## config.mk

```make
export PLATFORM = sky130hd
export DESIGN_NAME = procyon_lsu_arbiter
export DESIGN_NICKNAME = d
export VERILOG_FILES = /design/src/rtl/procyon_lsu_arbiter.sv
export SDC_FILE = /design/constraint.sdc
export NUM_CORES = 1
export LEC_CHECK = 0
export CAP_MARGIN = 20
export CORE_AREA = 2 2 106 108
export CTS_CLUSTER_SIZE = 12
export DETAILED_ROUTE_END_ITERATION = 12
export DIE_AREA = 0 0 108 110
export PLACE_DENSITY = 0.75
export SYNTH_ARGS = -nofsm -noshare
export SYNTH_HDL_FRONTEND = slang
export SYNTH_SLANG_ARGS = --single-unit
```

## constraint.sdc

```tcl
create_clock -name clk -period 2.2 [get_ports clk]
set_input_delay 0.44 -clock clk [delete_from_list [all_inputs] [get_ports clk]]
set_output_delay 0.44 -clock clk [all_outputs]
set_load 0.05 [all_outputs]
```

## src/rtl/procyon_lsu_arbiter.sv

```systemverilog
// procyon_lsu_arbiter: LSU stage 0 op select (sq retire > replay > exec) into a registered op bundle.
// Define PCYN_LSU_STARVE_GUARD_EN to add the execute starvation guard.
module procyon_lsu_arbiter #(
    parameter int PCYN_LSU_FUNC_WIDTH = 4,
    parameter int OPTN_DATA_WIDTH     = 32,
    parameter int OPTN_ADDR_WIDTH     = 32,
    parameter int OPTN_LQ_DEPTH       = 8,
    parameter int OPTN_SQ_DEPTH       = 8,
    parameter int OPTN_ROB_IDX_WIDTH  = 5,
    parameter int OPTN_STARVE_LIMIT   = 4
) (
    input  logic                           clk,
    input  logic                           n_rst,
    input  logic                           i_flush,
    input  logic                           i_stall,
    input  logic                           i_exec_valid,
    input  logic [PCYN_LSU_FUNC_WIDTH-1:0] i_exec_lsu_func,
    input  logic [OPTN_ROB_IDX_WIDTH-1:0]  i_exec_tag,
    input  logic [OPTN_ADDR_WIDTH-1:0]     i_exec_addr,
    output logic                           o_exec_stall,
    input  logic                           i_replay_valid,
    input  logic [PCYN_LSU_FUNC_WIDTH-1:0] i_replay_lsu_func,
    input  logic [OPTN_LQ_DEPTH-1:0]       i_replay_lq_select,
    input  logic [OPTN_ROB_IDX_WIDTH-1:0]  i_replay_tag,
    input  logic [OPTN_ADDR_WIDTH-1:0]     i_replay_addr,
    output logic                           o_replay_ack,
    input  logic                           i_sq_retire_valid,
    input  logic [PCYN_LSU_FUNC_WIDTH-1:0] i_sq_retire_lsu_func,
    input  logic [OPTN_SQ_DEPTH-1:0]       i_sq_retire_select,
    input  logic [OPTN_ROB_IDX_WIDTH-1:0]  i_sq_retire_tag,
    input  logic [OPTN_ADDR_WIDTH-1:0]     i_sq_retire_addr,
    input  logic [OPTN_DATA_WIDTH-1:0]     i_sq_retire_data,
    output logic                           o_sq_retire_ack,
    output logic                           o_valid,
    output logic [PCYN_LSU_FUNC_WIDTH-1:0] o_lsu_func,
    output logic [OPTN_LQ_DEPTH-1:0]       o_lq_select,
    output logic [OPTN_SQ_DEPTH-1:0]       o_sq_select,
    output logic [OPTN_ROB_IDX_WIDTH-1:0]  o_tag,
    output logic [OPTN_ADDR_WIDTH-1:0]     o_addr,
    output logic [OPTN_DATA_WIDTH-1:0]     o_retire_data,
    output logic                           o_retire,
    output logic                           o_replay
);

    logic en;
    logic starve_force;
    logic sq_grant, replay_grant, exec_grant;

    logic                           valid_q, valid_d;
    logic [PCYN_LSU_FUNC_WIDTH-1:0] lsu_func_q, lsu_func_d;
    logic [OPTN_LQ_DEPTH-1:0]       lq_select_q, lq_select_d;
    logic [OPTN_SQ_DEPTH-1:0]       sq_select_q, sq_select_d;
    logic [OPTN_ROB_IDX_WIDTH-1:0]  tag_q, tag_d;
    logic [OPTN_ADDR_WIDTH-1:0]     addr_q, addr_d;
    logic [OPTN_DATA_WIDTH-1:0]     retire_data_q, retire_data_d;
    logic                           retire_q, retire_d;
    logic                           replay_q, replay_d;

    assign en = n_rst & ~i_stall;

`ifdef PCYN_LSU_STARVE_GUARD_EN
    localparam int CW = $clog2(OPTN_STARVE_LIMIT + 1);
    localparam logic [CW-1:0] LIMIT = CW'(OPTN_STARVE_LIMIT);

    logic [CW-1:0] starve_cnt_q, starve_cnt_d;

    assign starve_force = i_exec_valid & ~i_flush & (starve_cnt_q == LIMIT);

    // Flush cycles neither count as starvation nor reset the count.
    always_comb begin
        starve_cnt_d = starve_cnt_q;
        if (en) begin
            if (!i_exec_valid || exec_grant) starve_cnt_d = '0;
            else if (!i_flush && starve_cnt_q != LIMIT) starve_cnt_d = starve_cnt_q + 1'b1;
        end
    end

    always_ff @(posedge clk) begin
        if (!n_rst) starve_cnt_q <= '0;
        else starve_cnt_q <= starve_cnt_d;
    end
`else
    assign starve_force = 1'b0;
`endif

    always_comb begin
        sq_grant     = en & i_sq_retire_valid & ~starve_force;
        replay_grant = en & ~i_flush & i_replay_valid & ~i_sq_retire_valid & ~starve_force;
        exec_grant   = en & ~i_flush & i_exec_valid & (starve_force | (~i_sq_retire_valid & ~i_replay_valid));
    end

    assign o_sq_retire_ack = sq_grant;
    assign o_replay_ack    = replay_grant;
    assign o_exec_stall    = i_exec_valid & ~exec_grant;

    // A stalled flush keeps only a held committed store alive.
    always_comb begin
        valid_d       = i_stall ? valid_q & (~i_flush | retire_q) : sq_grant | replay_grant | exec_grant;
        lsu_func_d    = i_stall ? lsu_func_q :
                        sq_grant ? i_sq_retire_lsu_func :
                        replay_grant ? i_replay_lsu_func :
                        exec_grant ? i_exec_lsu_func : '0;
        tag_d         = i_stall ? tag_q :
                        sq_grant ? i_sq_retire_tag :
                        replay_grant ? i_replay_tag :
                        exec_grant ? i_exec_tag : '0;
        addr_d        = i_stall ? addr_q :
                        sq_grant ? i_sq_retire_addr :
                        replay_grant ? i_replay_addr :
                        exec_grant ? i_exec_addr : '0;
        lq_select_d   = i_stall ? lq_select_q : (replay_grant ? i_replay_lq_select : '0);
        sq_select_d   = i_stall ? sq_select_q : (sq_grant ? i_sq_retire_select : '0);
        retire_data_d = i_stall ? retire_data_q : (sq_grant ? i_sq_retire_data : '0);
        retire_d      = i_stall ? retire_q : sq_grant;
        replay_d      = i_stall ? replay_q : replay_grant;
    end

    always_ff @(posedge clk) begin
        if (!n_rst) begin
            valid_q       <= 1'b0;
            lsu_func_q    <= '0;
            lq_select_q   <= '0;
            sq_select_q   <= '0;
            tag_q         <= '0;
            addr_q        <= '0;
            retire_data_q <= '0;
            retire_q      <= 1'b0;
            replay_q      <= 1'b0;
        end else begin
            valid_q       <= valid_d;
            lsu_func_q    <= lsu_func_d;
            lq_select_q   <= lq_select_d;
            sq_select_q   <= sq_select_d;
            tag_q         <= tag_d;
            addr_q        <= addr_d;
            retire_data_q <= retire_data_d;
            retire_q      <= retire_d;
            replay_q      <= replay_d;
        end
    end

    assign o_valid       = valid_q;
    assign o_lsu_func    = lsu_func_q;
    assign o_lq_select   = lq_select_q;
    assign o_sq_select   = sq_select_q;
    assign o_tag         = tag_q;
    assign o_addr        = addr_q;
    assign o_retire_data = retire_data_q;
    assign o_retire      = retire_q;
    assign o_replay      = replay_q;

endmodule

```

==> results.toml <==
[sta]
finalWorstSetupSlack_ns = 0.1127
finalClockSkew_ns = 0.002147
post-route-min-period_ns = 2.087
hold_violations = 0
whs_ns = 0.4647
slew_viol_final = 0
max_slew_margin_pct = 60.79
worstMarginPinSlew_ns = 0.5863
grt_setup_unrepaired = "false"
setup-violations-final = 0
period_share_pct = 94.88
max_freq_ghz = 0.4791

[routing]
met1_length_um = 4981
route.met2.wl_um = 6683
antenna_left = 0
viasPerCell = 5.293
wl_met3_um = 1537
routedWlPerCell_um = 18.67
dr.pass1.iters = 4
dr.first_iter.drc_count = 139
via_count = 3843
top_layer_used = "met4"
wl_um = 13550
drc = 0

[critical_path]
required_ns = 1.76
endpoint = "o_replay_ack"
endpoint_kind = "output port"
crit_path_top_delay_cell = "or4b_4"
critPathLaunch = "i_flush"
cp.depth = 5
worst-setup-path-type = "primary input to output port"
worstPathMaxFanout = 3
reg2reg_depth = 2
cp_cell_sequence = "dlygate4sd2_1 > or4b_4 > buf_6 > nor2_8 > buf_12"
reg2reg_to = "o_addr[12]$_SDFFE_PN0N_"
cp_top_family = "simple AND/OR/NAND/NOR gates"
startpoint_type = "primary input"
worst-path-buf-inv = 3
crit_arrival_ns = 1.65
r2r_setup_slack_ns = 1.42
critPathMaxStageDelay_ns = 0.57
r2r_start = "o_addr[12]$_SDFFE_PN0N_"

[layout]
antenna_cells = 0
area_growth_pct = 89.07
drive_gt1_share_pct = 7.338
layout_commonest_cell = "clkdlybuf4s50_1"
final_cell_mix = "clkdlybuf4s50_1, dfxtp_1, a22oi_1, a22o_1, o22ai_1"
nNetsFinal = 759

[placement]
dp_worst_setup_slack_ns = -0.2531
dp_hpwl_um = 10040
io_buffers = 272
gp_congestion = 0.8079

[global_routing]
grt.total_usage_pct = 21.68
grt_pass1_vias = 3903
grt_max_degree = 49
antenna_found_initial = 0
grt_pass1_wl_um = 19710
globalRoute.totalOverflow = 0

[synth]
syn-mean-instance-area_sq_um = 10.77
synth.top_cell.area_share_pct = 53.29
synth_edf_count = 0
synthArstFlopShare_pct = 0
ys_warn_count = 0
synth_area_leaders = "dfxtp_1, a22oi_1, a22o_1, o22ai_1, clkbuf_1"
postSynthCellCount = 321
syn_area_sq_um = 3456
synth-seq-cells = 92
ys_seq_area_share_pct = 53.29
synth.net_count = 499
synth_cell_types = 23
synth_area_leader_cell = "dfxtp_1"
synth_ff_type = "dfxtp_1"

[die]
dieHeight_um = 110
core_area_sq_um = 10700
chipWidth_um = 108
die-area_sq_um = 11880
rows = 38
io_pins = 273
initial_core_util_pct = 32.30

[cts]
cts.hold.buffers_added = 0
cts.clk_slew.worst_paths_ns = 0.10
cts-root-buf = "clkbuf_8"
cts_tree = "built"
cts_buffers = 9
htreeDepth = 3
clock_latency_ns = 0.35
cts_num_sinks = 92
cts_buffer_depth = 2

[worst_hold_path]
worstHoldPathCells = 1
hold_path_class = "flip-flop to flip-flop"

[power_and_ir_drop]
p_per_area_nw_per_um2 = 599.0
power_leakage_uw = 0.002418
irDropWorstVdd_v = 0.0003521

[status]
status = "complete, no violations"

[run]
drv_cap = 0
[how the worst min path moves through the flow]
stage,from,endpoint,slack [ns]
5_1_grt,o_replay$_SDFFE_PN0N_,o_replay$_SDFFE_PN0N_,0.48
3_5_place_dp,o_replay$_SDFFE_PN0N_,o_replay$_SDFFE_PN0N_,0.44
4_1_cts,o_replay$_SDFFE_PN0N_,o_replay$_SDFFE_PN0N_,0.46
2_1_floorplan,i_sq_retire_data[0],o_retire_data[0]$_SDFFE_PN0N_,0.57
6_report,o_replay$_SDFFE_PN0N_,o_replay$_SDFFE_PN0N_,0.46
3_3_place_gp,o_replay$_SDFFE_PN0N_,o_replay$_SDFFE_PN0N_,0.44
[cell type report]
class | instances | area, sq um
Inverter | 3 | 11.26
Timing Repair Buffer | 288 | 2875
Tap cell | 140 | 175.2
Clock inverter | 4 | 30.03
Fill cell | 900 | 4164
Multi-Input combinational cell | 187 | 1435
Sequential cell | 92 | 1842
Clock buffer | 12 | 165.2
[power by group]
| group | switching, uW | internal (uW) | total [uW] |
|---|---|---|---|
| combinational | 511 | 513 | 1020 |
| sequential | 40.9 | 1740 | 1780 |
| clock | 601 | 508 | 1110 |
[registers in the layout, summed over array words and instances (netlist names)]
name	count
o_tag	5
o_retire_data	32
o_retire	1
o_lsu_func	4
o_valid	1
o_sq_select	8
o_addr	32
o_lq_select	8
o_replay	1
[worst reg2reg max path, cell delays in order (launching register included)]
cell     delay (ns)
dfxtp_1        0.34
a22oi_1        0.19
o22ai_1        0.12
[layer usage]
metal,vias up,track usage (%)
met5,-,0
met4,0,9.341
met3,25,8.995
met2,203,39.04
met1,1809,22.15
li1,1806,-
[logic make-up (layout without fill, tap and decap cells)]
logic type | after synthesis | in the layout | share of synthesized area (%)
compound gates | 177 | 177 | 38.49
flops | 92 | 92 | 53.29
buf+inv | 42 | 307 | 5.901
simple gates | 10 | 10 | 2.317
[cells in the mapped netlist, types with 2 or more instances]
cell      instances
buf_2             7
a22o_1           47
a22oi_1          82
a21o_1            2
nor2b_1           2
nand2_1           2
clkbuf_1         26
o21ai_0           2
o22ai_1          41
dfxtp_1          92
buf_6             5
inv_1             2
[timing repair]
action	in CTS	in global routing
buffers inserted	0	0
gates resized for setup	5	0
setup endpoints to repair	2	0
[stage by stage]
step                cell area, sq um  util, %  power, uW  std cells  TNS (ns)
global placement                6335    59.22       2829        710   -0.5448
global route                    6534    61.08       4075        726         0
finish                          6534    61.08       3914        726         0
detailed placement              6335    59.22       2846        710   -0.9294
CTS                             6534    61.08       3957        726         0
floorplan                       3456        -       2295        321         0
Note: power is estimated with default switching activity, not from simulation.
